`config.mk`:
```
export PLATFORM = sky130hd
export DESIGN_NAME = kyo_stand_sprite_fetch
export DESIGN_NICKNAME = d
export VERILOG_FILES = /design/src/rtl/kyo_sprite_pkg.sv /design/src/rtl/kyo_stand_rom.sv /design/src/rtl/kyo_stand_sprite_fetch.sv
export SDC_FILE = /design/constraint.sdc
export NUM_CORES = 1
export LEC_CHECK = 0
export CORE_ASPECT_RATIO = 2
export CORE_MARGIN = 2
export CORE_UTILIZATION = 45
export DETAILED_ROUTE_END_ITERATION = 7
export GPL_ROUTABILITY_DRIVEN = 0
export PLACE_DENSITY = 0.8
export SLEW_MARGIN = 10
export SYNTH_ARGS = -nofsm -noshare
export SYNTH_HDL_FRONTEND = slang
export SYNTH_HIERARCHICAL = 1
export SYNTH_SLANG_ARGS = --single-unit
export TNS_END_PERCENT = 100
```
`constraint.sdc`:
```
create_clock -name Clk -period 3.8 [get_ports Clk]
set_input_delay 0.38 -clock Clk [delete_from_list [all_inputs] [get_ports Clk]]
set_output_delay 0.38 -clock Clk [all_outputs]
set_load 0.005 [all_outputs]
```
`src/rtl/kyo_sprite_pkg.sv`:
```
// Shared constants and types for the Kyo sprite fetch/palette path.
// stand_pixel() holds the standing-pose artwork as a pure function of ROM address.
package kyo_sprite_pkg;

    localparam int SPR_W       = 64;
    localparam int SPR_H       = 112;
    localparam int NUM_FRAMES  = 6;
    localparam int FRAME_HOLD  = 6;
    localparam int FRAME_WORDS = SPR_W * SPR_H;
    localparam int ADDR_W      = $clog2(NUM_FRAMES * FRAME_WORDS);
    localparam int FRAME_W     = $clog2(NUM_FRAMES);
    localparam int HOLD_W      = $clog2(FRAME_HOLD);

    typedef logic [3:0]        pal_idx_t;
    typedef logic [ADDR_W-1:0] spr_addr_t;

    localparam pal_idx_t TRANSPARENT_IDX = 4'h0;

    // Stand-in for the converted sprite image: a dense index pattern that
    // still contains transparent pixels, so the keying path is exercised.
    function automatic pal_idx_t stand_pixel(input spr_addr_t a);
        return pal_idx_t'(32'(a) * 32'd5 + 32'(a >> 6) * 32'd3
                        + 32'(a >> 13) * 32'd7 + 32'd9);
    endfunction

endpackage

```
`src/rtl/kyo_stand_rom.sv`:
```
// Synchronous single-port ROM holding the stand animation, 4-bit palette indices.
module kyo_stand_rom
    import kyo_sprite_pkg::*;
(
    input  logic      clk,
    input  logic      en,
    input  spr_addr_t addr,
    output pal_idx_t  data
);

    always_ff @(posedge clk) begin
        if (en)
            data <= stand_pixel(addr);
    end

endmodule

```
`src/rtl/kyo_stand_sprite_fetch.sv`:
```
// Kyo standing-pose sprite fetch: per-frame shadowed position/animation, 2-stage ROM pipe.
// Optional mirroring is built only when KYO_STAND_FLIP_EN is defined.
module kyo_stand_sprite_fetch
    import kyo_sprite_pkg::*;
(
    input  logic               Clk,
    input  logic               Reset,
    input  logic               pix_en,
    input  logic [9:0]         DrawX,
    input  logic [9:0]         DrawY,
    input  logic               frame_tick,
    input  logic [9:0]         pos_x,
    input  logic [9:0]         pos_y,
    input  logic               facing_left,
    input  logic               anim_en,
    output pal_idx_t           index,
    output logic               opaque,
    output logic [FRAME_W-1:0] anim_frame
);

    logic [9:0]        shx, shy;
    logic [HOLD_W-1:0] hold;

    // Position and animation only change at vsync so a frame never tears.
    always_ff @(posedge Clk) begin
        if (Reset) begin
            shx        <= '0;
            shy        <= '0;
            hold       <= '0;
            anim_frame <= '0;
        end else if (frame_tick) begin
            shx <= pos_x;
            shy <= pos_y;
            if (anim_en) begin
                if (hold == HOLD_W'(FRAME_HOLD - 1)) begin
                    hold       <= '0;
                    anim_frame <= (anim_frame == FRAME_W'(NUM_FRAMES - 1))
                                  ? '0 : anim_frame + FRAME_W'(1);
                end else begin
                    hold <= hold + HOLD_W'(1);
                end
            end
        end
    end

    logic signed [10:0] rx, ry;
    logic               in_box;
    logic [9:0]         col;
    spr_addr_t          addr_nxt;

    assign rx = $signed({1'b0, DrawX}) - $signed({1'b0, shx});
    assign ry = $signed({1'b0, DrawY}) - $signed({1'b0, shy});

    assign in_box = !rx[10] && (rx[9:0] < 10'(SPR_W))
                 && !ry[10] && (ry[9:0] < 10'(SPR_H));

`ifdef KYO_STAND_FLIP_EN
    logic shf;

    always_ff @(posedge Clk) begin
        if (Reset)
            shf <= 1'b0;
        else if (frame_tick)
            shf <= facing_left;
    end

    assign col = shf ? 10'(SPR_W - 1) - rx[9:0] : rx[9:0];
`else
    logic unused_facing;

    assign unused_facing = facing_left;
    assign col           = rx[9:0];
`endif

    // Out-of-box addresses are junk but harmless: the valid bit masks them.
    assign addr_nxt = spr_addr_t'(32'(anim_frame) * FRAME_WORDS
                                + 32'(ry[9:0]) * SPR_W + 32'(col));

    logic [1:0] vld_pipe;
    spr_addr_t  addr;
    pal_idx_t   rom_data;

    always_ff @(posedge Clk) begin
        if (Reset)
            vld_pipe <= '0;
        else if (pix_en)
            vld_pipe <= {vld_pipe[0], in_box};
    end

    always_ff @(posedge Clk) begin
        if (pix_en)
            addr <= addr_nxt;
    end

    kyo_stand_rom u_rom (
        .clk  (Clk),
        .en   (pix_en),
        .addr (addr),
        .data (rom_data)
    );

    assign index  = vld_pipe[1] ? rom_data : TRANSPARENT_IDX;
    assign opaque = vld_pipe[1] && (rom_data != TRANSPARENT_IDX);

endmodule

```
# Word level (Yosys, flattened, before mapping)
# Cells that the tools add are included.
totals:
  regBits: 48
  latchBits: 0
  mem_bits_rw: 0
  rom_bits: 0
  in_bits: 46
  wordCells: 36
  memories: 0
classes:
  addsub: 9
  mul: 4
  div: 0
  n_lt_le_gt_ge: 2
  n_eq_ne: 2
  shifts: 0
  mux: 3
  n_bitwise: 0
  n_reduce_logical: 9
op_table:
  columns: ["op", "n"]
  rows:
  - ["10-bit by 10-bit subtractor with 11-bit output", 2]
  - ["10-bit by 7-bit < comparator with 1-bit output (second input constant)", 2]
  - ["16-bit by 10-bit adder with 16-bit output", 1]
  - ["16-bit adder", 1]
  - ["16-bit by 3-bit multiplier with 4-bit output (second input constant)", 1]
  - ["10-bit by 2-bit multiplier with 4-bit output (second input constant)", 1]
  - ["4-bit adder", 2]
  - ["3-bit by 1-bit adder with 3-bit output (second input constant)", 2]
  - ["3-bit equality test (second input constant)", 2]
  - ["3-bit by 3-bit multiplier with 6-bit output (second input constant)", 1]
  - ["3-bit two-way mux", 2]
  - ["4-bit adder (second input constant)", 1]
  - ["1-bit logical AND", 4]
  - ["3-bit by 3-bit multiplier with 4-bit output (second input constant)", 1]
  - ["4-bit two-way mux", 1]
  - ["4-bit nonzero test", 1]
  - ["3-bit AND reduction", 1]
  - ["1-bit zero test", 2]
  - ["2-bit AND reduction", 1]

# Depth between registers and ports, before layout
depth:
  depth_word: 5
  ltp_mapped: 18

# Cells and area by module
# Netlist, hierarchy kept.
by_module_without_submodules:
  columns: ["mod", "n_inst", "cells_each", "area_each_um2", "seq_area_each_um2"]
  rows:
  - ["kyo_stand_sprite_fetch", 1, 335, 3159.3, 1041.0]
  - ["kyo_stand_rom", 1, 35, 476.7, 120.1]

# Least setup slack after synthesis
# Ideal clock, no wire load.
synth_path:
  path_type: "input to register"
  from: "input port DrawX[0]"
  to: "register addr[14], data pin"
  setup_time_ns: 0.258
  arrival_ns: 3.162
  required_ns: 3.542
  path_slack_ns: 0.380
  path_stages: 18
  n_path_buf: 0
  path_cell_list: "inv_1 -> ha_1 -> inv_1 -> fa_1 -> a21o_1 -> a21oi_1 -> a21oi_1 -> xor2_1 -> ha_1 -> inv_1 -> fa_1 -> inv_1 -> a21o_1 -> a21oi_1 -> o21bai_1 -> a21oi_1 -> o21a_1 -> xnor2_1"
synth_between:
  elab_chain_cells: 2
synth_lines:
  columns: ["element", "line_no", "source"]
  rows:
  - ["start: declaration", "kyo_stand_sprite_fetch.sv:9", "input logic [9:0] DrawX,"]
  - ["10-bit by 10-bit subtractor with 11-bit output", "kyo_stand_sprite_fetch.sv:51", "assign rx = $signed({1'b0, DrawX}) - $signed({1'b0, shx});"]
  - ["16-bit by 10-bit adder with 16-bit output", "kyo_stand_sprite_fetch.sv:77", "+ 32'(ry[9:0]) * SPR_W + 32'(col));"]
  - ["named net addr_nxt[14]", "kyo_stand_sprite_fetch.sv:49", "spr_addr_t addr_nxt;"]
  - ["end signal: assignment", "kyo_stand_sprite_fetch.sv:92", "addr <= addr_nxt;"]
  - ["end: declaration", "kyo_stand_sprite_fetch.sv:80", "spr_addr_t addr;"]
# The timed path passes the listed nets, and every way through them passes these cells.
# A chain may end at the register's enable or synchronous reset.

# Final worst setup path
# Same ends and word-level chain as after synthesis.

==> impl_metrics.xml <==
<?xml version="1.0" encoding="UTF-8"?>
<metrics>
  <group name="status">
    <metric name="run_status" unit="">complete, no violations</metric>
  </group>
  <group name="sta">
    <metric name="slew-limit-headroom" unit="">0.620</metric>
    <metric name="grt_setup_unrepaired" unit="">false</metric>
    <metric name="maxClockFrequency" unit="MHz">285</metric>
    <metric name="worst-slew-pin-transition" unit="ns">0.564</metric>
    <metric name="period_needed" unit="ns">3.51</metric>
    <metric name="final.period_utilization" unit="">0.924</metric>
    <metric name="final_max_slew_viol_count" unit="">0</metric>
    <metric name="final-setup-viol-count" unit="">0</metric>
    <metric name="hold_viol_final" unit="">0</metric>
    <metric name="clock_skew" unit="ns">0.00255</metric>
    <metric name="final.setup.tns" unit="ns">0</metric>
  </group>
  <group name="route">
    <metric name="via_per_inst" unit="">5.10</metric>
    <metric name="post-route-drc-count" unit="">0</metric>
    <metric name="routed_wirelength" unit="um">6520</metric>
    <metric name="initial_drt_pass_iterations" unit="">4</metric>
    <metric name="avgRoutedWirePerCell" unit="um">12.7</metric>
    <metric name="postRouteAntennaNets" unit="">0</metric>
    <metric name="drt_first_iter_violations" unit="">45</metric>
    <metric name="vias" unit="">2614</metric>
  </group>
  <group name="placement">
    <metric name="io_buffers" unit="">52</metric>
    <metric name="hpwlAfterDp" unit="um">5280</metric>
    <metric name="placement.cell_area" unit="um^2">4100</metric>
  </group>
  <group name="final_layout">
    <metric name="insertedDiodeCount" unit="">0</metric>
    <metric name="fillerInstances" unit="">659</metric>
    <metric name="nNetsFinal" unit="">519</metric>
    <metric name="fraction_of_layout_cells_with_a_size_suffix_above_1" unit="">0.0740</metric>
    <metric name="synthToLayoutAreaGrowth" unit="%">25.1</metric>
    <metric name="finish.instance_area" unit="um^2">4270</metric>
  </group>
  <group name="die">
    <metric name="fp.dieW" unit="um">65.6</metric>
    <metric name="floorplan.initialDensity" unit="">0.456</metric>
    <metric name="rows" unit="">45</metric>
    <metric name="die-area" unit="um^2">8340</metric>
    <metric name="io-pin-count" unit="">54</metric>
    <metric name="die_h" unit="um">127</metric>
    <metric name="core_region_area" unit="um^2">7490</metric>
  </group>
  <group name="global_routing">
    <metric name="grt_first_pass_wirelength" unit="um">11200</metric>
    <metric name="number_of_antenna_violations_at_the_first_check_in_global_routing" unit="">0</metric>
    <metric name="first_global_vias" unit="">2605</metric>
    <metric name="total_track_usage" unit="">0.172</metric>
    <metric name="globalRouteOverflowTotal" unit="">0</metric>
    <metric name="grt_max_degree" unit="">30</metric>
  </group>
  <group name="setup_path">
    <metric name="crit_path_required_time" unit="ns">3.84</metric>
    <metric name="worstPathArrival" unit="ns">3.55</metric>
    <metric name="worst_path_class_setup" unit="">primary input to flop</metric>
    <metric name="largest_fanout_on_the_critical_path" unit="">2</metric>
    <metric name="crit_path_start_kind" unit="">primary input</metric>
    <metric name="timing.critical_path.to_type" unit="">flop</metric>
  </group>
  <group name="clock_tree">
    <metric name="numClockSinks" unit="">43</metric>
    <metric name="cts_buffers" unit="">5</metric>
    <metric name="ctsRootBufferMaster" unit="">sky130_fd_sc_hd__clkbuf_16</metric>
    <metric name="cts_tree" unit="">yes</metric>
    <metric name="h-tree-depth" unit="">2</metric>
    <metric name="worst_setup_hold_path_clk_slew" unit="ns">0.06</metric>
    <metric name="clock_latency" unit="ns">0.29</metric>
    <metric name="clk_path_buf_depth" unit="">2</metric>
    <metric name="hold_buffer_count_at_cts" unit="">0</metric>
  </group>
  <group name="yosys">
    <metric name="syn_area" unit="um^2">3410</metric>
    <metric name="cells_after_synthesis" unit="">356</metric>
    <metric name="syn_nets" unit="">457</metric>
    <metric name="synth-warning-count" unit="">6</metric>
    <metric name="avgSynthCellArea" unit="um^2">9.59</metric>
  </group>
  <group name="flow_run">
    <metric name="timing.max_cap.violations" unit="">0</metric>
  </group>
  <group name="pwr">
    <metric name="leakage_power" unit="nW">1.85</metric>
    <metric name="power.density_cell_area" unit="nW/um^2">475</metric>
    <metric name="vdd_drop_max" unit="mV">0.295</metric>
  </group>
  <group name="worst_hold_path">
    <metric name="hp-class" unit="">flop to flop</metric>
  </group>
</metrics>
==> per-layer routing <==
| layer | GRT usage | up-vias | share of wire |
|---|---|---|---|
| li1 | - | 1355 | - |
| met3 | 0.0299 | 12 | 0.029 |
| met4 | 0.0821 | 0 | 0.030 |
| met5 | 0 | - | 0 |
| met1 | 0.193 | 1194 | 0.42 |
| met2 | 0.308 | 53 | 0.52 |
==> registers in the layout, summed over array words and instances (netlist names) <==
signal and flops:
addr 11, shx 10, shy 10, u_rom/data 4, anim_frame 3, hold 3, vld_pipe 2
==> report_power, final <==
part | switching (mW) | internal (mW) | leakage, nW
clock | 0.182 | 0.310 | 0.0838
combinational | 0.404 | 0.496 | 1.39
sequential | 0.0413 | 0.593 | 0.376
==> cell type report <==
type | count | area (um^2) | area share
Inverter | 46 | 173 | 0.0404
Multi-Input combinational cell | 261 | 2210 | 0.518
Timing Repair Buffer | 61 | 588 | 0.138
Clock buffer | 5 | 125 | 0.0293
Tap cell | 94 | 118 | 0.0275
Clock inverter | 3 | 43.8 | 0.0103
Sequential cell | 43 | 1010 | 0.237
==> through the flow <==
step	hold slack, ns	setup slack [ns]	instances	util	total power, mW
global route	0.525	0.0204	513	0.570	2.17
CTS	0.497	0.260	513	0.570	2.05
finish	0.492	0.290	513	0.570	2.03
global placement	0.472	0.0392	505	0.547	1.53
detailed placement	0.482	-0.0335	505	0.547	1.56
floorplan	0.425	0.463	356	-	1.32
==> layout by cell type, fill, tap and decap left out, types with 2 or more instances in the layout <==
| master | n |
|---|---|
| sky130_fd_sc_hd__nand2b_1 | 3 |
| sky130_fd_sc_hd__nand2_1 | 7 |
| sky130_fd_sc_hd__xnor2_1 | 20 |
| sky130_fd_sc_hd__mux2i_1 | 23 |
| sky130_fd_sc_hd__and2b_2 | 3 |
| sky130_fd_sc_hd__a211oi_1 | 4 |
| sky130_fd_sc_hd__and2_1 | 4 |
| sky130_fd_sc_hd__ha_1 | 44 |
| sky130_fd_sc_hd__nor3b_1 | 3 |
| sky130_fd_sc_hd__nor3_1 | 5 |
| sky130_fd_sc_hd__edfxtp_1 | 15 |
| sky130_fd_sc_hd__clkdlybuf4s50_1 | 52 |
| sky130_fd_sc_hd__o2111ai_1 | 2 |
| sky130_fd_sc_hd__buf_4 | 9 |
| sky130_fd_sc_hd__or2b_2 | 2 |
| sky130_fd_sc_hd__nand4_1 | 3 |
| sky130_fd_sc_hd__o21a_1 | 8 |
| sky130_fd_sc_hd__a21o_1 | 8 |
| sky130_fd_sc_hd__clkbuf_16 | 5 |
| sky130_fd_sc_hd__nor2b_1 | 3 |
| sky130_fd_sc_hd__nor2_1 | 41 |
| sky130_fd_sc_hd__inv_1 | 46 |
| sky130_fd_sc_hd__a21oi_1 | 18 |
| sky130_fd_sc_hd__a221o_1 | 2 |
| sky130_fd_sc_hd__dfxtp_1 | 28 |
| sky130_fd_sc_hd__fa_1 | 11 |
| sky130_fd_sc_hd__o21bai_1 | 3 |
| sky130_fd_sc_hd__nand3_1 | 3 |
| sky130_fd_sc_hd__o21ai_0 | 8 |
| sky130_fd_sc_hd__xor2_1 | 6 |
| sky130_fd_sc_hd__o211ai_1 | 4 |
| sky130_fd_sc_hd__or3_1 | 2 |
==> final timing paths <==
check	from	end	slack (ns)	cells past startpoint
max reg2reg	addr[7]$_DFFE_PP_	u_rom/data[3]$_DFFE_PP_	0.35	10
max	DrawX[0]	addr[14]$_DFFE_PP_	0.29	19
min reg2reg	vld_pipe[0]$_SDFFE_PP0P_	vld_pipe[0]$_SDFFE_PP0P_	0.49	2
min	vld_pipe[0]$_SDFFE_PP0P_	vld_pipe[0]$_SDFFE_PP0P_	0.49	2
==> critical path: stages <==
cell	delay, ns
sky130_fd_sc_hd__clkdlybuf4s50_1	0.40
sky130_fd_sc_hd__inv_1	0.07
sky130_fd_sc_hd__ha_1	0.17
sky130_fd_sc_hd__inv_1	0.06
sky130_fd_sc_hd__fa_1	0.39
sky130_fd_sc_hd__a21o_1	0.19
sky130_fd_sc_hd__a21oi_1	0.20
sky130_fd_sc_hd__a21oi_1	0.11
sky130_fd_sc_hd__xor2_1	0.21
sky130_fd_sc_hd__ha_1	0.21
sky130_fd_sc_hd__inv_1	0.06
sky130_fd_sc_hd__fa_1	0.38
sky130_fd_sc_hd__inv_1	0.07
sky130_fd_sc_hd__a21o_1	0.10
sky130_fd_sc_hd__a21oi_1	0.06
sky130_fd_sc_hd__o21bai_1	0.12
sky130_fd_sc_hd__a21oi_1	0.08
sky130_fd_sc_hd__o21a_1	0.18
sky130_fd_sc_hd__xnor2_1	0.12
==> repair_timing <==
| item | in CTS | in global routing |
|---|---|---|
| buffers inserted | 0 | 0 |
| resized for setup | 0 | 1 |
| endpoints found under the setup margin | 0 | 1 |
No activity file was read; power rests on OpenSTA's default activity.
